### src/rtl/trace_decoder.sv
// Traceback coordinate stream to aligned character pairs with edit ops and path checking.
// Define ALN_STATS_EN to build the match/mismatch/indel counters and the recomputed score.
module trace_decoder #(
    parameter int LENGTH      = 10,
    parameter int CWIDTH      = 2,
    parameter int CORD_LENGTH = 8,
    parameter int SWIDTH      = 16,
    parameter int MATCH       = 1,
    parameter int INDEL       = -1,
    parameter int MISMATCH    = -1
) (
    input  logic                       clk,
    input  logic                       reset,
    input  logic [LENGTH*CWIDTH-1:0]   s1,
    input  logic [LENGTH*CWIDTH-1:0]   s2,
    input  logic                       in_valid,
    output logic                       in_ready,
    input  logic [2*CORD_LENGTH-1:0]   in_data,
    output logic                       out_valid,
    input  logic                       out_ready,
    output logic [CWIDTH-1:0]          out_c1,
    output logic [CWIDTH-1:0]          out_c2,
    output logic [1:0]                 out_op,
    output logic                       out_last,
    output logic                       done,
    output logic                       err,
    output logic [CORD_LENGTH:0]       n_match,
    output logic [CORD_LENGTH:0]       n_mismatch,
    output logic [CORD_LENGTH:0]       n_indel,
    output logic signed [SWIDTH-1:0]   score
);

    typedef enum logic [2:0] {
        S_IDLE, S_TRACK, S_LAST, S_FIN, S_DONE, S_ERR
    } state_t;

    typedef enum logic [1:0] {
        OP_MATCH    = 2'b00,
        OP_MISMATCH = 2'b01,
        OP_GAP_S2   = 2'b10,
        OP_GAP_S1   = 2'b11
    } op_t;

    localparam logic [CORD_LENGTH-1:0] TOP_IDX = CORD_LENGTH'(LENGTH - 1);

    state_t                 state, state_n;
    logic                   rdy_q;
    logic [CORD_LENGTH-1:0] cx, cy;
    logic [CORD_LENGTH-1:0] nx, ny;
    logic                   accept, fire, out_free;
    logic                   step_x, step_y, hold_x, hold_y;
    logic                   diag, up, left, legal;
    logic                   is_start, is_origin;
    logic                   load;
    logic [CWIDTH-1:0]      c1_cur, c2_cur;
    logic [CWIDTH-1:0]      ent_c1, ent_c2;
    op_t                    ent_op, op_q;
    logic                   ent_last;

    function automatic logic [CWIDTH-1:0] pick(input logic [LENGTH*CWIDTH-1:0] str,
                                              input logic [CORD_LENGTH-1:0]   idx);
        logic [CWIDTH-1:0] r;
        r = '0;
        for (int j = 0; j < LENGTH; j++)
            if (idx == CORD_LENGTH'(j)) r = str[j*CWIDTH +: CWIDTH];
        return r;
    endfunction

    assign nx = in_data[CORD_LENGTH-1:0];
    assign ny = in_data[2*CORD_LENGTH-1:CORD_LENGTH];

    assign out_free = !out_valid || out_ready;
    assign fire     = out_valid && out_ready;
    assign in_ready = rdy_q && out_free;
    assign accept   = in_valid && in_ready;

    // Widened compare so a wrap from 0 to all-ones never passes as a step of one.
    assign step_x = ({1'b0, nx} + (CORD_LENGTH+1)'(1)) == {1'b0, cx};
    assign step_y = ({1'b0, ny} + (CORD_LENGTH+1)'(1)) == {1'b0, cy};
    assign hold_x = (nx == cx);
    assign hold_y = (ny == cy);
    assign diag   = step_x && step_y;
    assign up     = hold_x && step_y;
    assign left   = step_x && hold_y;
    assign legal  = diag || up || left;

    assign is_start  = (nx == TOP_IDX) && (ny == TOP_IDX);
    assign is_origin = (nx == '0) && (ny == '0);

    assign c1_cur = pick(s1, cy);
    assign c2_cur = pick(s2, cx);

    assign load = (state == S_TRACK && accept && legal) ||
                  (state == S_LAST && out_free);

    // State register
    // NOTE: sequential state uses non-blocking assignments so every flop samples pre-edge values.
    always_ff @(posedge clk or posedge reset) begin
        if (reset) begin
            state <= S_IDLE;
            rdy_q <= 1'b0;
            cx    <= '0;
            cy    <= '0;
        end else begin
            state <= state_n;
            rdy_q <= (state_n == S_IDLE) || (state_n == S_TRACK);
            if (accept) begin
                cx <= nx;
                cy <= ny;
            end
        end
    end

    // Next-state logic
    // NOTE: every combinational output gets a default first so no latch is inferred.
    always_comb begin
        state_n = state;
        unique case (state)
            S_IDLE:  if (accept) state_n = is_start ? S_TRACK : S_ERR;
            S_TRACK: if (accept) begin
                         if (!legal)        state_n = S_ERR;
                         else if (is_origin) state_n = S_LAST;
                     end
            S_LAST:  if (out_free) state_n = S_FIN;
            S_FIN:   if (fire && out_last) state_n = S_DONE;
            S_DONE:  state_n = S_DONE;
            S_ERR:   state_n = S_ERR;
            default: state_n = S_ERR;
        endcase
    end

    // Output decode
    always_comb begin
        done = (state == S_DONE);
        err  = (state == S_ERR);
    end

    // Entry for the coordinate being retired (or the (0,0) entry while in LAST)
    always_comb begin
        ent_c1   = '0;
        ent_c2   = '0;
        ent_op   = OP_MATCH;
        ent_last = 1'b0;
        if (state == S_LAST) begin
            ent_c1   = s1[CWIDTH-1:0];
            ent_c2   = s2[CWIDTH-1:0];
            ent_op   = (s1[CWIDTH-1:0] == s2[CWIDTH-1:0]) ? OP_MATCH : OP_MISMATCH;
            ent_last = 1'b1;
        end else if (diag) begin
            ent_c1 = c1_cur;
            ent_c2 = c2_cur;
            ent_op = (c1_cur == c2_cur) ? OP_MATCH : OP_MISMATCH;
        end else if (up) begin
            ent_c1 = c1_cur;
            ent_op = OP_GAP_S2;
        end else begin
            ent_c2 = c2_cur;
            ent_op = OP_GAP_S1;
        end
    end

    // Single-entry output register; a path error discards whatever is pending.
    always_ff @(posedge clk or posedge reset) begin
        if (reset) begin
            out_valid <= 1'b0;
            out_c1    <= '0;
            out_c2    <= '0;
            op_q      <= OP_MATCH;
            out_last  <= 1'b0;
        end else if (state_n == S_ERR) begin
            out_valid <= 1'b0;
        end else if (load) begin
            out_valid <= 1'b1;
            out_c1    <= ent_c1;
            out_c2    <= ent_c2;
            op_q      <= ent_op;
            out_last  <= ent_last;
        end else if (fire) begin
            out_valid <= 1'b0;
        end
    end

    assign out_op = op_q;

`ifdef ALN_STATS_EN
    always_ff @(posedge clk or posedge reset) begin
        if (reset) begin
            n_match    <= '0;
            n_mismatch <= '0;
            n_indel    <= '0;
            score      <= '0;
        end else if (fire) begin
            unique case (op_q)
                OP_MATCH: begin
                    if (n_match != '1) n_match <= n_match + 1'b1;
                    score <= score + SWIDTH'(MATCH);
                end
                OP_MISMATCH: begin
                    if (n_mismatch != '1) n_mismatch <= n_mismatch + 1'b1;
                    score <= score + SWIDTH'(MISMATCH);
                end
                default: begin
                    if (n_indel != '1) n_indel <= n_indel + 1'b1;
                    score <= score + SWIDTH'(INDEL);
                end
            endcase
        end
    end
`else
    assign n_match    = '0;
    assign n_mismatch = '0;
    assign n_indel    = '0;
    assign score      = '0;
`endif

endmodule

### config.mk
export PLATFORM = sky130hd
export DESIGN_NAME = trace_decoder
export DESIGN_NICKNAME = d
export VERILOG_FILES = /design/src/rtl/trace_decoder.sv
export SDC_FILE = /design/constraint.sdc
export NUM_CORES = 1
export LEC_CHECK = 0
export ABC_CLOCK_PERIOD_IN_PS = 3700
export CAP_MARGIN = 20
export CORE_ASPECT_RATIO = 1.4
export CORE_UTILIZATION = 35
export DETAILED_ROUTE_END_ITERATION = 10
export PLACE_DENSITY = 0.64
export SKIP_CTS_REPAIR_TIMING = 1
export SYNTH_ARGS = -nofsm -noshare
export SYNTH_HDL_FRONTEND = slang
export SYNTH_SLANG_ARGS = --single-unit
export TNS_END_PERCENT = 20
### constraint.sdc
create_clock -name clk -period 3.7 [get_ports clk]
set_clock_uncertainty 0.15 [all_clocks]
set_input_delay 0.555 -clock clk [delete_from_list [all_inputs] [get_ports clk]]
set_output_delay 0.555 -clock clk [all_outputs]
set_load 0.01 [all_outputs]
==> results.txt <==
----------------------------------------------------
[GRT]
  Number of antenna violations at the first check in global routing ... 0
  Largest net degree at the start of global routing ... 16
  Global Route Usage Sum ... 17.1%
  Vias in the first global route ... 2287
  Overflow left after global routing ... 0
  First-pass GRT wire length ... 11.2 mm

[Pwr]
  VDD IR-drop max ... 0.000170 V
  Overall power of the completed layout ... 1.50 mW
  Static Leakage ... 1.45 nW
  Power density over the cells ... 427 nW/um2

[STA]
  Accumulated negative setup slack ... 0 ps
  Setup-failing EPs final ... 0
  RSZ-0062 raised after global routing ... no
  Share of the clock period used by the worst path ... 88.3%
  Max-slew headroom at the worst pin ... 54.9%
  Final hold viol count ... 0
  Count of final max-slew check failures ... 0
  Slew at the pin with the worst max-slew slack ... 675 ps
  Shortest period the worst path allows ... 3270 ps
  Max Clock Freq ... 306 MHz

[Setup path]
  Critical path class ... in -> reg
  Largest incremental delay on the critical path ... 680 ps
  CP max FO ... 9
  Worst path most repeated cell ... nor2_1
  Worst endpoint data arrival time ... 3280 ps
  Highest-delay cell along the critical path ... clkdlybuf4s50_1
  Endpoint required time on the critical path ... 3710 ps
  Sort of element at the start of the critical path ... input port
  CP startpoint ... in_data[10]
  Crit. End Element ... flop
  Cell-by-cell listing of the critical path ... clkdlybuf4s50_1, nand3_1, nor2_1, o22a_1, nor2_1, o31ai_4, a22oi_1, a21oi_1, mux2_2
  Origin of the critical flop-to-flop path ... cy[4]$_DFFE_PP0P_

[Clocking]
  TritonCTS clock tree ... built
  CTS clock-pin slew for the worst setup and hold paths ... 90 ps
  Clock root buffer ... clkbuf_8
  H-tree level count ... 1
  Total CTS buffers ... 3
  Deepest clock path buffer count ... 2
  Clk_lat worst skew ... 270 ps
  Total number of clock tree sinks ... 28

[Floorplanning]
  Die Height ... 107 um
  Die footprint ... 8290 um2
  Initial cell density of the core ... 36.0%
  Die width ... 77.2 um
  Rows ... 38
  Number of top-level pins ... 114
  Core area ... 7700 um2

[Routing]
  Per-cell via count in the routed design ... 5.04
  DR iter-0 viols ... 139
  Routed length per placed instance ... 14.3 um
  Final routed DRC violation total ... 0
  Final WL ... 6.83 mm
  Antenna-violating nets left ... 0
  Detailed-router iteration count before antenna repair ... 4
  Routed vias ... 2412

[Run status]
  Status ... finished, final reports clean

[Yosys]
  Number of synthesized register bits ... 28
  Syn Std Cell Area ... 2770 um2
  Distinct cell type count of the synthesized netlist ... 60
  Post-synth ARST share ... 100%
  EDFF count, synth ... 0
  Post-synthesis area per instance ... 8.86 um2
  Yosys warnings ... 0
  Fraction of the yosys area taken by sequential cells ... 25.3%
  Synth Flop Type ... dfrtp_1
  Post-Synthesis Cells ... 313

[Run]
  Count of max-cap constraint violations ... 0

[Layout]
  Fraction of final layout cells sized beyond drive strength 1 ... 10.6%
  Area Growth Syn to Fin ... 26.5%
  Number of antenna diodes ... 0
  Post-layout net count ... 447
  Commonest non-fill, non-tap cells in the layout ... clkdlybuf4s50_1, conb_1, dfrtp_1
  Most common library cell in the layout ignoring fill and taps ... clkdlybuf4s50_1

[Worst hold path]
  Path class of the lowest-slack min-delay path ... reg -> reg
  Worst Hold Launch ... out_c1[1]$_DFFE_PP0P_

[Placement]
  Final HPWL from detailed placement ... 5.66 mm
  Final RePlAce weighted congestion ... 0.856
  Count of buffers inserted at the top-level ports ... 70

----------------------------------------------------
## registers in the layout, indices dropped and copies added (netlist names)
register,count
out_valid,1
out_c2,2
out_op,2
cx,8
state,3
rdy_q,1
cy,8
out_c1,2
out_last,1
## cell families after synthesis
kind of cell             after synthesis  share of synthesized area, %
XOR/XNOR                              26                          8.21
flip-flops                            28                          25.3
multiplexers                          33                          14.6
other                                  1                         0.135
adder cells (fa/ha/maj)                6                          2.71
AO/OA/AOI/OAI                         56                          14.9
buffers and inverters                 68                          15.1
AND/OR/NAND/NOR                       95                          19.1
## routing by layer
metal / track usage (%) / vias up / part of all wire (%)
met5: 0 / - / 0
met4: 5.12 / 0 / 1.8
met3: 2.20 / 8 / 4.8
met2: 32.9 / 90 / 54
met1: 19.3 / 1146 / 40
li1: - / 1168 / -
## path summary, 6_finish.rpt
| check | end | slack, ps | depth (start not counted) |
|---|---|---|---|
| setup / recovery | out_c2[1]$_DFFE_PP0P_ | 430 | 9 |
| hold / removal | out_c1[1]$_DFFE_PP0P_ | 360 | 1 |
| setup reg to reg | out_op[0]$_DFFE_PP0P_ | 780 | 8 |
| hold reg to reg | out_c1[1]$_DFFE_PP0P_ | 360 | 1 |
| max in group asynchronous | cy[5]$_DFFE_PP0P_ | 2370 | 3 |
| min in group asynchronous | out_last$_DFFE_PP0P_ | 530 | 2 |
## final cells by class
type                    instances  area (um2)
clock buffers                   3        41.3
inverters                       9        33.8
multi-input cells             259        1810
repair buffers                 80         796
well taps                     100         125
flip-flops and latches         28         701
fillers                       759        4190
## through the flow
| step | std cells | hold slack [ps] | instance area [um2] | utilization [%] | worst slack, ps |
|---|---|---|---|---|---|
| CTS | 479 | 372 | 3510 | 45.5 | 450 |
| finish | 479 | 363 | 3510 | 45.5 | 434 |
| floorplan | 355 | 344 | 2930 | - | 740 |
| global route | 479 | 383 | 3510 | 45.5 | 276 |
| global placement | 475 | 352 | 3440 | 44.7 | 241 |
| detailed placement | 476 | 348 | 3470 | 45.0 | 157 |
## synth_stat cells (2+ instances only)
library cell	instances	area, um2
buf_4	43	323
dfrtp_1	28	701
mux2_2	19	214
nand2_1	19	71.3
nor2_1	16	60.1
xnor2_1	14	123
o21ai_0	12	60.1
xor2_1	12	105
clkbuf_1	11	41.3
mux2i_1	10	100
nand3_1	10	50.1
inv_1	9	33.8
nand2b_1	7	43.8
ha_1	6	75.1
nor4_1	6	37.5
a21oi_1	5	25.0
and3_1	5	31.3
nor3b_1	5	37.5
mux4_2	4	90.1
nor2b_1	4	25.0
o31ai_1	4	30.0
a211oi_1	3	22.5
a22o_1	3	26.3
and2_1	3	18.8
buf_1	3	11.3
nand3b_1	3	22.5
nor3_1	3	15.0
o211ai_1	3	22.5
o22ai_1	3	18.8
a21o_1	2	15.0
a22oi_1	2	15.0
a31oi_1	2	12.5
and4_1	2	17.5
buf_2	2	10.0
nand4_1	2	12.5
nand4b_1	2	17.5
nor4b_1	2	17.5
o21bai_1	2	15.0
## critical path: cells and delay by family
family / cells / cell delay [ps]
AOI/OAI and AO/OA: 4 / 1180
and+or+nand+nor: 3 / 470
buffers and inverters: 1 / 680
muxes: 1 / 390
## power breakdown
group / internal [mW] / leakage [nW] / switching (mW) / total [mW]
registers: 0.398 / 0.350 / 0.209 / 0.606
clock network: 0.0731 / 0.0216 / 0.0951 / 0.168
logic: 0.416 / 1.08 / 0.309 / 0.725
total: 0.887 / 1.45 / 0.613 / 1.50
Power figures use the tool's default switching activity.
